File: src/rtl/bp_be_scoreboard_mc.sv
// bp_be_scoreboard_mc: counting register scoreboard for the dual-issue BE checker.
// Each architectural register holds a small count of in-flight writes, so
// back-to-back writers to one rd and several score/clear events in one cycle stay exact.
// Optional feature: define BP_BE_SCOREBOARD_CLEAR_BYPASS_EN to let the rs/rd lookups
// see same-cycle clears. A consumer can then issue in its producer's writeback cycle.

package bp_be_scoreboard_mc_pkg;

    typedef enum logic [0:0] {
        e_bp_default_cfg = 1'b0
    } bp_params_e;

    // Architectural register address width supplied by the processor configuration.
    function automatic int reg_addr_width(bp_params_e cfg);
        case (cfg)
            e_bp_default_cfg: return 5;
            default:          return 5;
        endcase
    endfunction

endpackage

module bp_be_scoreboard_mc
    import bp_be_scoreboard_mc_pkg::*;
#(
    parameter bp_params_e bp_params_p      = e_bp_default_cfg,
    parameter int         num_score_p      = 2,
    parameter int         num_clear_p      = 2,
    parameter int         num_rs_p         = 4,
    parameter int         num_rd_p         = 2,
    parameter int         cnt_width_p      = 2,
    parameter int         zero_hardwired_p = 1,
    parameter int         reg_addr_width_p = reg_addr_width(bp_params_p)
) (
    input  logic                                         clk_i,
    input  logic                                         reset_n_i,
    input  logic [num_score_p-1:0]                       score_v_i,
    input  logic [num_score_p-1:0][reg_addr_width_p-1:0] score_rd_i,
    output logic                                         score_ready_o,
    input  logic [num_clear_p-1:0]                       clear_v_i,
    input  logic [num_clear_p-1:0][reg_addr_width_p-1:0] clear_rd_i,
    input  logic [num_rs_p-1:0][reg_addr_width_p-1:0]    rs_i,
    input  logic [num_rd_p-1:0][reg_addr_width_p-1:0]    rd_i,
    output logic [num_rs_p-1:0]                          rs_match_o,
    output logic [num_rd_p-1:0]                          rd_match_o,
    output logic                                         busy_o,
    output logic                                         underflow_o
);

    localparam int num_regs_lp = 1 << reg_addr_width_p;
    // Wide enough for a full counter plus every port hitting one register.
    localparam int acc_width_lp = cnt_width_p + $clog2(num_score_p + num_clear_p + 1) + 1;

    typedef logic [acc_width_lp-1:0] acc_t;
    typedef logic [cnt_width_p-1:0]  cnt_t;

    localparam acc_t cnt_max_lp = acc_t'((1 << cnt_width_p) - 1);

    cnt_t cnt_q [num_regs_lp];
    cnt_t cnt_d [num_regs_lp];
    acc_t inc   [num_regs_lp];
    acc_t dec   [num_regs_lp];

    logic                   underflow_q;
    logic                   underflow_set;
    logic [num_score_p-1:0] score_live;
    logic [num_clear_p-1:0] clear_live;

    // Drop x0 events when x0 is hardwired, so they neither count nor block acceptance.
    always_comb begin
        for (int i = 0; i < num_score_p; i++)
            score_live[i] = score_v_i[i] && !((zero_hardwired_p != 0) && (score_rd_i[i] == '0));
        for (int i = 0; i < num_clear_p; i++)
            clear_live[i] = clear_v_i[i] && !((zero_hardwired_p != 0) && (clear_rd_i[i] == '0));
    end

    // Scores are all-or-nothing: refuse the whole group if any rd would overflow its counter.
    // Same-cycle clears are deliberately ignored here, which keeps the check conservative.
    always_comb begin
        acc_t same_cnt;
        // NOTE: every combinational output gets a default first, so no path can infer a latch.
        same_cnt      = '0;
        score_ready_o = 1'b1;
        for (int i = 0; i < num_score_p; i++) begin
            same_cnt = '0;
            for (int j = 0; j < num_score_p; j++)
                if (score_live[j] && (score_rd_i[j] == score_rd_i[i]))
                    same_cnt = same_cnt + acc_t'(1);
            if (score_live[i] && ((acc_t'(cnt_q[score_rd_i[i]]) + same_cnt) > cnt_max_lp))
                score_ready_o = 1'b0;
        end
    end

    // Per-register increment and decrement counts for this cycle.
    always_comb begin
        for (int r = 0; r < num_regs_lp; r++) begin
            inc[r] = '0;
            dec[r] = '0;
            for (int i = 0; i < num_score_p; i++)
                if (score_live[i] && score_ready_o && (score_rd_i[i] == reg_addr_width_p'(r)))
                    inc[r] = inc[r] + acc_t'(1);
            for (int i = 0; i < num_clear_p; i++)
                if (clear_live[i] && (clear_rd_i[i] == reg_addr_width_p'(r)))
                    dec[r] = dec[r] + acc_t'(1);
        end
    end

    // Net update per register. A same-cycle score and clear cancel out. More clears than
    // in-flight writes (including this cycle's scores) saturate at zero and raise underflow.
    always_comb begin
        acc_t sum;
        sum           = '0;
        underflow_set = 1'b0;
        for (int r = 0; r < num_regs_lp; r++) begin
            sum = acc_t'(cnt_q[r]) + inc[r];
            if (sum < dec[r]) begin
                cnt_d[r]      = '0;
                underflow_set = 1'b1;
            end else begin
                cnt_d[r] = cnt_t'(sum - dec[r]);
            end
        end
    end

    // Hazard lookups and drain indicator from registered state (optionally bypassing clears).
    always_comb begin
        for (int k = 0; k < num_rs_p; k++) begin
`ifdef BP_BE_SCOREBOARD_CLEAR_BYPASS_EN
            rs_match_o[k] = acc_t'(cnt_q[rs_i[k]]) > dec[rs_i[k]];
`else
            rs_match_o[k] = cnt_q[rs_i[k]] != '0;
`endif
            if ((zero_hardwired_p != 0) && (rs_i[k] == '0))
                rs_match_o[k] = 1'b0;
        end
        for (int k = 0; k < num_rd_p; k++) begin
`ifdef BP_BE_SCOREBOARD_CLEAR_BYPASS_EN
            rd_match_o[k] = acc_t'(cnt_q[rd_i[k]]) > dec[rd_i[k]];
`else
            rd_match_o[k] = cnt_q[rd_i[k]] != '0;
`endif
            if ((zero_hardwired_p != 0) && (rd_i[k] == '0))
                rd_match_o[k] = 1'b0;
        end
        busy_o = 1'b0;
        for (int r = 0; r < num_regs_lp; r++)
            if (cnt_q[r] != '0)
                busy_o = 1'b1;
    end

    assign underflow_o = underflow_q;

    // Counter array and sticky underflow flag; reset wins over any same-cycle event.
    always_ff @(posedge clk_i) begin
        if (!reset_n_i) begin
            // NOTE: the counter array is reset explicitly. A stale count would be read as a
            // pending write and stall issue forever, so it cannot be left uninitialised.
            for (int r = 0; r < num_regs_lp; r++)
                cnt_q[r] <= '0;
            underflow_q <= 1'b0;
        end else begin
            // NOTE: non-blocking assignments keep every register updating from pre-edge values.
            for (int r = 0; r < num_regs_lp; r++)
                cnt_q[r] <= cnt_d[r];
            if (underflow_set)
                underflow_q <= 1'b1;
        end
    end

endmodule
File: config.mk
export PLATFORM = sky130hd
export DESIGN_NAME = bp_be_scoreboard_mc
export DESIGN_NICKNAME = d
export VERILOG_FILES = /design/src/rtl/bp_be_scoreboard_mc.sv
export SDC_FILE = /design/constraint.sdc
export NUM_CORES = 1
export LEC_CHECK = 0
export BUFFER_PORTS_ARGS = -buffer_cell sky130_fd_sc_hd__buf_2
export CAP_MARGIN = 20
export CORE_UTILIZATION = 50
export DETAILED_ROUTE_END_ITERATION = 10
export PLACE_DENSITY = 0.68
export SYNTH_ARGS = -nofsm -noshare
export SYNTH_HDL_FRONTEND = slang
export SYNTH_SLANG_ARGS = --single-unit
File: constraint.sdc
create_clock -name clk_i -period 18.3 [get_ports clk_i]
set_input_delay 3.66 -clock clk_i [delete_from_list [all_inputs] [get_ports clk_i]]
set_output_delay 3.66 -clock clk_i [all_outputs]
set_load 0.01 [all_outputs]
==> results of run 1 <==
## layout by cell type, fill, tap and decap left out, types with 14 or more instances in the layout
cell / synthesis / routed
nor3_1: 27 / 27
mux2i_1: 16 / 16
dfxtp_1: 65 / 65
nor4_1: 38 / 38
buf_2: 13 / 64
nand4_1: 19 / 19
nand2b_1: 43 / 43
nor2_1: 150 / 150
nand3_1: 29 / 29
a21oi_1: 28 / 28
mux4_2: 77 / 77
nor2b_1: 14 / 14
inv_1: 102 / 102
ha_1: 132 / 132
fa_1: 64 / 64
nand2_1: 58 / 58
## flip-flops by register name (all words and copies together), names as in the netlist
name         flops
cnt_q           64
underflow_o      1
## kinds of logic (layout without fill, tap and decap cells)
group,Yosys count,after routing
simple gates,412,412
fa+ha+maj,196,196
xor+xnor,5,5
buf+inv,167,185
other cells,1,5
mux,97,97
flops,65,65
compound gates,82,82
## cell type report
class / instances / area (sq um) / area share (%)
Multi-Input combinational cell: 796 / 7640 / 74.3
Sequential cell: 65 / 1300 / 12.7
Inverter: 102 / 383 / 3.72
Timing Repair Buffer: 67 / 343 / 3.33
Tap cell: 260 / 325 / 3.16
Clock buffer: 11 / 253 / 2.46
Clock inverter: 5 / 30.0 / 0.292
Antenna cell: 1 / 2.50 / 0.0243
## report_power, final
part / total (W) / leakage [nW] / internal (W) / switching, W
clock: 0.000172 / 0.137 / 0.0000985 / 0.0000734
combinational: 0.000146 / 3.75 / 0.0000619 / 0.0000845
sequential: 0.000163 / 0.527 / 0.000149 / 0.0000136
## final timing paths
| kind | start | end | cells past startpoint |
|---|---|---|---|
| worst max register to register | cnt_q[1][1]$_SDFF_PN0_ | underflow_o$_SDFFE_PN0P_ | 19 |
| worst min register to register | underflow_o$_SDFFE_PN0P_ | underflow_o$_SDFFE_PN0P_ | 2 |
| worst max-delay path | score_rd_i[0] | score_ready_o | 12 |
| worst min-delay path | underflow_o$_SDFFE_PN0P_ | underflow_o$_SDFFE_PN0P_ | 2 |
## metal layers
metal  wire (microns)  share of wire (%)  global-route usage, %
met5               13              0.044                      0
met3             3390                 11                   7.13
met1            12400                 41                   43.5
met4              456                1.5                   6.92
met2            13600                 46                   50.0
## tightest hold or removal path: stages, from the launching register on
cell and delay [ns]:
dfxtp_1 0.35, nor3_1 0.07, a31oi_1 0.15
## per-stage QoR
stage	util (%)	cell area, sq um	setup WS, ns	cells
after floorplan	-	9670	7.74	1028
after global placement	53.0	9990	7.04	1289
after detailed placement	53.0	9990	7.05	1289
after CTS	54.5	10300	7.04	1305
after global routing	54.6	10300	6.76	1307
final	54.6	10300	6.97	1307
==> impl_metrics.env, run 1 <==
export IMPL_status="completed"
export IMPL_netlist_area_sq_mm=0.00966
export IMPL_tightestPinTransition_ns=0.866
export IMPL_wire_per_inst_microns=22.8
export IMPL_synth_top_family_by_area="adder cells"
export IMPL_slew_violations=0
export IMPL_max_freq_ghz=0.0883
export IMPL_async_reset_ff_share_pct=0
export IMPL_synth_edff_count=0
export IMPL_synth_most_common_cell="nor2_1"
export IMPL_p_leak_nw=4.42
export IMPL_start_util_pct=51.3
export IMPL_drc=0
export IMPL_drive_above_1_share_pct=17.4
export IMPL_ctsLongestPathBuffers=2
export IMPL_htreeDepth=3
export IMPL_io_buffer_count=64
export IMPL_areaGrowthSynthToFinish_pct=6.47
export IMPL_cp_cell_sequence="buf_2 > mux4_2 > mux4_2 > nand2_1 > nand2_1 > ha_1 > nand2_1 > a211o_1 > a2111o_2 > a31oi_4 > a21oi_1 > buf_2"
export IMPL_hold_class="flop to flop"
export IMPL_io_pins=65
export IMPL_max_stage_delay_ns=0.77
export IMPL_clkLatencyLatePin_ns=0.35
export IMPL_grt_start_max_net_pins=64
export IMPL_cts_root_buf="clkbuf_16"
export IMPL_cp_arrival_ns=7.67
export IMPL_cts_setup_buffers=0
export IMPL_yosys_top_cells_area="mux4_2 18%, ha_1 17%, dfxtp_1 13%, fa_1 13%, nor2_1 5.8%"
export IMPL_cp_top_family="compound AO/OA/AOI/OAI gates"
export IMPL_die_h_microns=141
export IMPL_synthMuxAreaShare_pct=20.2
export IMPL_die_w_microns=141
export IMPL_core_sq_mm=0.0188
export IMPL_wl_mm=29.8
export IMPL_antenna_left=0
export IMPL_grt_usage_pct=31.4
export IMPL_synth_warnings=0
export IMPL_grt_pass1_vias=8048
export IMPL_seq_area_frac_synth_pct=13.5
export IMPL_nFillCells=1718
export IMPL_r2r_slack_ns=12.07
export IMPL_synth_compound_area_share_pct=6.97
export IMPL_tns_ns=0
export IMPL_synthSimpleGateAreaFrac_pct=21.0
export IMPL_fin_nets=1293
export IMPL_netlist_area_leader_share_pct=18.0
export IMPL_final_hold_viol_count=0
export IMPL_overflow=0
export IMPL_grt_pass1_wl_mm=46.5
export IMPL_rsz0062_at_grt="false"
export IMPL_cap_violations=0
export IMPL_netlist_instances=1025
export IMPL_critPathKind="input pin to output port"
export IMPL_clock_sinks=65
export IMPL_synthTopCellsByCount="150 x nor2_1, 132 x ha_1, 102 x inv_1, 77 x mux4_2, 65 x dfxtp_1"
export IMPL_clock_skew_ns=0.0132
export IMPL_fin_crit_ns=11.33
export IMPL_crit_slowest_cell="a31oi_4"
export IMPL_via_per_inst=6.37
export IMPL_antenna_found_initial=2
export IMPL_setup_violations_final=0
export IMPL_hpwl_mm=23.8
export IMPL_end_kind="output port"
export IMPL_ys_dominant_reg_cell="dfxtp_1"
export IMPL_maxSlewHeadroom_pct=42.2
export IMPL_whs_ns=0.613
export IMPL_cp_required_ns=14.64
export IMPL_yosysTopAreaCell="mux4_2"
export IMPL_cts_tree="done"
export IMPL_hold_buffers=0
export IMPL_yosys_register_bits=65
export IMPL_worstPathMaxFanout=32
export IMPL_die_area_sq_mm=0.0199
export IMPL_avgSynthCellArea_sq_um=9.42
export IMPL_cts_made_buffers=9
export IMPL_worst_path_most_repeated_cell="nand2_1"
export IMPL_num_rows=50
export IMPL_clk_pin_slew_worst_paths_ns=0.06
export IMPL_ys_types=60
export IMPL_gpl_final_weighted_congestion=0.983
export IMPL_synthXorXnorAreaFrac_pct=0.453
export IMPL_post_route_period_util_pct=61.9
export IMPL_power_per_cell_area_mw_per_mm2=46.8
export IMPL_power_w=0.000481
export IMPL_cp_start_kind="input pin"
export IMPL_critical_path_buf_inv_count=2
export IMPL_vdd_drop_max_v=0.0000412
export IMPL_vias=8322
export IMPL_synthAdderAreaFrac_pct=30.4
export IMPL_cts_resized=0
export IMPL_first_iter_violations=863
export IMPL_drt_pass1_iterations=7
Power figures use the tool's default switching activity.
==> run 2: changes to the inputs <==
--- a/config.mk
+++ b/config.mk
@@ -9,7 +9,7 @@
 export CAP_MARGIN = 20
 export CORE_UTILIZATION = 50
 export DETAILED_ROUTE_END_ITERATION = 10
-export PLACE_DENSITY = 0.68
+export PLACE_DENSITY = 0.71
 export SYNTH_ARGS = -nofsm -noshare
 export SYNTH_HDL_FRONTEND = slang
 export SYNTH_SLANG_ARGS = --single-unit
==> constraint.sdc (replaced) <==
create_clock -name clk_i -period 9.6 [get_ports clk_i]
set_input_delay 1.92 -clock clk_i [delete_from_list [all_inputs] [get_ports clk_i]]
set_output_delay 1.92 -clock clk_i [all_outputs]
set_load 0.01 [all_outputs]
==> impl_metrics.env, run 2 (same netlist as run 1, synthesis figures left out) <==
export IMPL_ff2ff_path_depth=17
export IMPL_min_path_cells=2
export IMPL_io_pins=65
export IMPL_tns_ns=0
export IMPL_drt_pass1_iterations=6
export IMPL_vias=8361
export IMPL_tightestPinTransition_ns=1.04
export IMPL_setup_violations_final=0
export IMPL_place_area_sq_mm=0.00999
export IMPL_slew_violations=0
export IMPL_first_iter_violations=805
export IMPL_cp_required_ns=9.82
export IMPL_start_util_pct=51.3
export IMPL_worstPathMaxFanout=32
export IMPL_regMostFlops="cnt_q"
export IMPL_vdd_drop_max_v=0.0000824
export IMPL_max_freq_ghz=0.124
export IMPL_areaGrowthSynthToFinish_pct=7.07
export IMPL_cts_tree="done"
export IMPL_cap_violations=0
export IMPL_die_area_sq_mm=0.0199
export IMPL_worst_slack_ns=1.55
export IMPL_largest_reg_flops=64
export IMPL_core_sq_mm=0.0188
export IMPL_layout_common_cells="150 x nor2_1, 132 x ha_1, 102 x inv_1, 77 x mux4_2, 65 x dfxtp_1"
export IMPL_power_w=0.000992
export IMPL_cp_start_kind="input pin"
export IMPL_endpoint="underflow_o$_SDFFE_PN0P_"
export IMPL_fin_nets=1293
export IMPL_overflow=0
export IMPL_reg2reg_from="cnt_q[1][1]$_SDFF_PN0_"
export IMPL_grt_usage_pct=31.6
export IMPL_cp_top_family="simple AND/OR/NAND/NOR gates"
export IMPL_cts_made_buffers=9
export IMPL_cts_resized=0
export IMPL_via_per_inst=6.40
export IMPL_cts_root_buf="clkbuf_16"
export IMPL_layout_commonest_cell="nor2_1"
export IMPL_gpl_final_weighted_congestion=0.975
export IMPL_antenna_found_initial=0
export IMPL_critPathKind="input pin to flop"
export IMPL_drive_above_1_share_pct=17.3
export IMPL_cp_cell_sequence="buf_2 > mux4_2 > mux4_2 > nand2_1 > nand2_1 > ha_1 > nand2_1 > a211oi_1 > or4b_2 > a31oi_4 > nor4_1 > ha_1 > ha_1 > fa_1 > inv_1 > fa_1 > nand2b_1 > nand4_1 > nor4_1 > a31oi_1"
export IMPL_p_leak_nw=4.45
export IMPL_num_rows=50
export IMPL_rsz0062_at_grt="false"
export IMPL_drc=0
export IMPL_rr_endpoint="underflow_o$_SDFFE_PN0P_"
export IMPL_r2r_slack_ns=3.37
export IMPL_whs_ns=0.724
export IMPL_pre_cts_ws_ns=1.27
export IMPL_die_w_microns=141
export IMPL_critPathLaunch="score_rd_i[0]"
export IMPL_io_buffer_count=64
export IMPL_critical_path_buf_inv_count=2
export IMPL_grt_pass1_vias=8293
export IMPL_crit_slowest_cell="a31oi_4"
export IMPL_final_hold_viol_count=0
export IMPL_clock_sinks=65
export IMPL_hpwl_mm=23.5
export IMPL_wl_mm=29.7
export IMPL_grt_pass1_wl_mm=47.1
export IMPL_max_stage_delay_ns=0.77
export IMPL_wire_per_inst_microns=22.7
export IMPL_grt_start_max_net_pins=41
export IMPL_htreeDepth=3
export IMPL_power_per_cell_area_mw_per_mm2=96.0
export IMPL_fin_crit_ns=8.05
export IMPL_status="completed"
export IMPL_hold_buffers=0
export IMPL_hold_class="flop to flop"
export IMPL_clkLatencyLatePin_ns=0.35
export IMPL_cp_arrival_ns=8.27
export IMPL_clock_skew_ns=0.0140
export IMPL_post_route_period_util_pct=83.9
export IMPL_end_kind="flop"
export IMPL_final_cell_area_sq_mm=0.0103
export IMPL_clk_pin_slew_worst_paths_ns=0.07
export IMPL_die_h_microns=141
export IMPL_ctsLongestPathBuffers=2
export IMPL_antenna_left=0
export IMPL_maxSlewHeadroom_pct=30.8
export IMPL_diodes=0
export IMPL_cp_depth=20
export IMPL_cts_setup_buffers=0
## run 2: cell types whose count changed in the layout (fill, tap and decap cells not counted)
| cell | change |
|---|---|
| clkinvlp_4 | -2 |
| diode_2 | -1 |
| bufinv_16 | +3 |
| inv_8 | +1 |
| clkinv_4 | +1 |
| clkbuf_1 | +1 |
| clkinv_2 | -2 |
| clkbuf_8 | -2 |
## run 2: area by class of cell
class,instances,area [sq um]
fillers,1701,8490
inverters,102,383
multi-input cells,796,7640
well taps,260,325
flip-flops and latches,65,1300
clock buffers,10,229
clock inverters,6,115
repair buffers,67,343
## run 2: tightest hold or removal path: stages (launching register included)
cell and delay (ns):
dfxtp_1 0.37, nor3_1 0.20, a31oi_1 0.10
## run 2: worst min-delay path by stage
| stage | from | endpoint |
|---|---|---|
| after floorplan | underflow_o$_SDFFE_PN0P_ | underflow_o$_SDFFE_PN0P_ |
| after global placement | underflow_o$_SDFFE_PN0P_ | underflow_o$_SDFFE_PN0P_ |
| after detailed placement | underflow_o$_SDFFE_PN0P_ | underflow_o$_SDFFE_PN0P_ |
| after CTS | underflow_o$_SDFFE_PN0P_ | underflow_o$_SDFFE_PN0P_ |
| after global routing | underflow_o$_SDFFE_PN0P_ | underflow_o$_SDFFE_PN0P_ |
| final | underflow_o$_SDFFE_PN0P_ | underflow_o$_SDFFE_PN0P_ |
## run 2: report_power, final
part	total, W	internal (W)	switching (W)	leakage, nW
clock	0.000398	0.000256	0.000142	0.169
sequential	0.000310	0.000285	0.0000250	0.527
combinational	0.000284	0.000118	0.000166	3.75
## run 2: per-stage QoR
stage	util, %	instances
floorplan	-	1028
global placement	53.0	1289
detailed placement	53.0	1289
CTS	54.9	1305
global route	54.9	1306
finish	54.9	1306
## run 2: layer usage
metal	vias up	track usage, %	share of wire (%)	wire (microns)
met3	73	7.27	11	3310
li1	3742	-	-	-
met5	-	0.501	0	0
met4	0	10.0	2.6	780
met1	4024	43.3	41	12300
met2	522	49.6	45	13300
==> run 3: changes to the inputs <==
==> constraint.sdc (replaced) <==
create_clock -name clk_i -period 6.65 [get_ports clk_i]
set_input_delay 1.33 -clock clk_i [delete_from_list [all_inputs] [get_ports clk_i]]
set_output_delay 1.33 -clock clk_i [all_outputs]
set_load 0.01 [all_outputs]
==> impl_metrics.env, run 3 (same netlist as run 1, synthesis figures left out) <==
export IMPL_cp_start_kind="input pin"
export IMPL_clock_sinks=65
export IMPL_cts_tree="done"
export IMPL_rr_endpoint="underflow_o$_SDFFE_PN0P_"
export IMPL_fin_crit_ns=6.50
export IMPL_htreeDepth=3
export IMPL_core_sq_mm=0.0188
export IMPL_pre_cts_ws_ns=-0.335
export IMPL_cts_made_buffers=9
export IMPL_die_area_sq_mm=0.0199
export IMPL_hold_class="flop to flop"
export IMPL_hpwl_mm=24.6
export IMPL_areaGrowthSynthToFinish_pct=11.2
export IMPL_grt_usage_pct=33.1
export IMPL_whs_ns=0.680
export IMPL_antenna_left=0
export IMPL_via_per_inst=6.45
export IMPL_critPathKind="input pin to flop"
export IMPL_wl_mm=31.0
export IMPL_final_hold_viol_count=0
export IMPL_layout_common_cells="150 x nor2_1, 132 x ha_1, 102 x inv_1, 77 x mux4_2, 65 x dfxtp_1"
export IMPL_cp_required_ns=6.87
export IMPL_endpoint="underflow_o$_SDFFE_PN0P_"
export IMPL_p_leak_nw=4.68
export IMPL_cp_cell_sequence="buf_2 > mux4_2 > mux4_2 > mux2_2 > ha_1 > nand2_1 > a211oi_1 > nand4_1 > o311ai_4 > buf_12 > a2111oi_1 > ha_1 > ha_1 > fa_1 > inv_1 > fa_1 > nand2b_1 > nand4_1 > nor4_2 > a31oi_1"
export IMPL_drt_met1_wl_mm=12.5
export IMPL_cts_root_buf="clkbuf_16"
export IMPL_critPathLaunch="score_rd_i[6]"
export IMPL_gpl_final_weighted_congestion=0.987
export IMPL_largest_reg_flops=64
export IMPL_cap_violations=0
export IMPL_worst_slack_ns=0.149
export IMPL_vdd_drop_max_v=0.000126
export IMPL_met2WireLength_mm=14.0
export IMPL_die_w_microns=141
export IMPL_slew_violations=0
export IMPL_setup_violations_final=0
export IMPL_drt_pass1_iterations=6
export IMPL_ctsLongestPathBuffers=2
export IMPL_maxSlewHeadroom_pct=42.5
export IMPL_clock_skew_ns=0.0156
export IMPL_grt_pass1_wl_mm=49.3
export IMPL_wire_per_inst_microns=22.8
export IMPL_reg2reg_from="cnt_q[1][1]$_SDFF_PN0_"
export IMPL_die_h_microns=141
export IMPL_max_stage_delay_ns=0.52
export IMPL_status="completed"
export IMPL_fin_nets=1344
export IMPL_max_freq_ghz=0.154
export IMPL_regMostFlops="cnt_q"
export IMPL_overflow=0
export IMPL_cp_arrival_ns=6.72
export IMPL_ff2ff_path_depth=19
export IMPL_top_layer="met4"
export IMPL_worst_path_most_repeated_cell="ha_1"
export IMPL_hold_buffers=0
export IMPL_start_util_pct=51.3
export IMPL_wl_met3_mm=3.45
export IMPL_layout_commonest_cell="nor2_1"
export IMPL_grt_pass1_vias=8668
export IMPL_r2r_slack_ns=0.99
export IMPL_antenna_found_initial=0
export IMPL_end_kind="flop"
export IMPL_first_iter_violations=770
export IMPL_post_route_period_util_pct=97.8
export IMPL_cts_setup_buffers=0
export IMPL_io_pins=65
export IMPL_clk_pin_slew_worst_paths_ns=0.06
export IMPL_min_path_cells=2
export IMPL_worstPathMaxFanout=23
export IMPL_drive_above_1_share_pct=21.7
export IMPL_tightestPinTransition_ns=0.859
export IMPL_vias=8761
export IMPL_grt_start_max_net_pins=39
export IMPL_drc=0
export IMPL_io_buffer_count=64
export IMPL_power_per_cell_area_mw_per_mm2=124
export IMPL_clkLatencyLatePin_ns=0.36
export IMPL_num_rows=50
export IMPL_crit_slowest_cell="mux4_2"
-- run 3: changes by cell type in the layout (fill, tap and decap cells not counted), moves of 2 or more --
cell,change
a2111oi_1,-2
nor4_1,-4
buf_4,+50
a2111oi_2,+2
buf_12,+2
clkinvlp_4,+2
bufinv_16,-3
nor4_2,+4
buf_2,-2
-- run 3: cell type report --
type	count	area, sq um
timing repair buffer	118	759
fill	1671	8090
tap	260	325
sequential	65	1300
multi-input combinational	796	7690
inverter	102	383
clock buffer	12	246
clock inverter	4	28.8
antenna	1	2.50
-- run 3: critical path, delay by kind of cell --
family	cells	cell delay (ns)
AO/OA/AOI/OAI	4	0.87
adder cells (fa/ha/maj)	5	1.73
buffers and inverters	3	0.66
AND/OR/NAND/NOR	5	0.92
multiplexers	3	1.18
-- run 3: power breakdown --
part           internal [W]  switching [W]  total, W
clock              0.000263       0.000196  0.000459
combinational      0.000184       0.000245  0.000429
sequential         0.000411      0.0000355  0.000446
total              0.000858       0.000477   0.00133
-- run 3: timing repair --
item	4_1_cts	5_1_grt
resized for setup	2	10
pin swaps	0	1
endpoints found under the setup margin	1	1
-- run 3: stage by stage --
stage	TNS, ns	cells	cell area (sq um)	util [%]	power [W]
2_1_floorplan	0	1028	9670	-	0.000728
3_3_place_gp	-0.207	1341	10400	55.2	0.000856
3_5_place_dp	-0.337	1341	10400	55.2	0.000863
4_1_cts	0	1357	10700	56.7	0.00132
5_1_grt	-0.0907	1357	10700	57.0	0.00140
6_report	0	1358	10700	57.0	0.00133
-- run 3: worst min path at each step --
stage | end | start | slack [ns]
global placement | underflow_o$_SDFFE_PN0P_ | underflow_o$_SDFFE_PN0P_ | 0.61
floorplan | underflow_o$_SDFFE_PN0P_ | underflow_o$_SDFFE_PN0P_ | 0.59
CTS | underflow_o$_SDFFE_PN0P_ | underflow_o$_SDFFE_PN0P_ | 0.67
global route | underflow_o$_SDFFE_PN0P_ | underflow_o$_SDFFE_PN0P_ | 0.72
finish | underflow_o$_SDFFE_PN0P_ | underflow_o$_SDFFE_PN0P_ | 0.68
detailed placement | underflow_o$_SDFFE_PN0P_ | underflow_o$_SDFFE_PN0P_ | 0.64
-- run 3: metal layers --
layer	track usage [%]	vias to the layer above
li1	-	3829
met1	44.5	4274
met2	52.0	571
met3	7.37	87
met4	13.3	0
met5	0	-
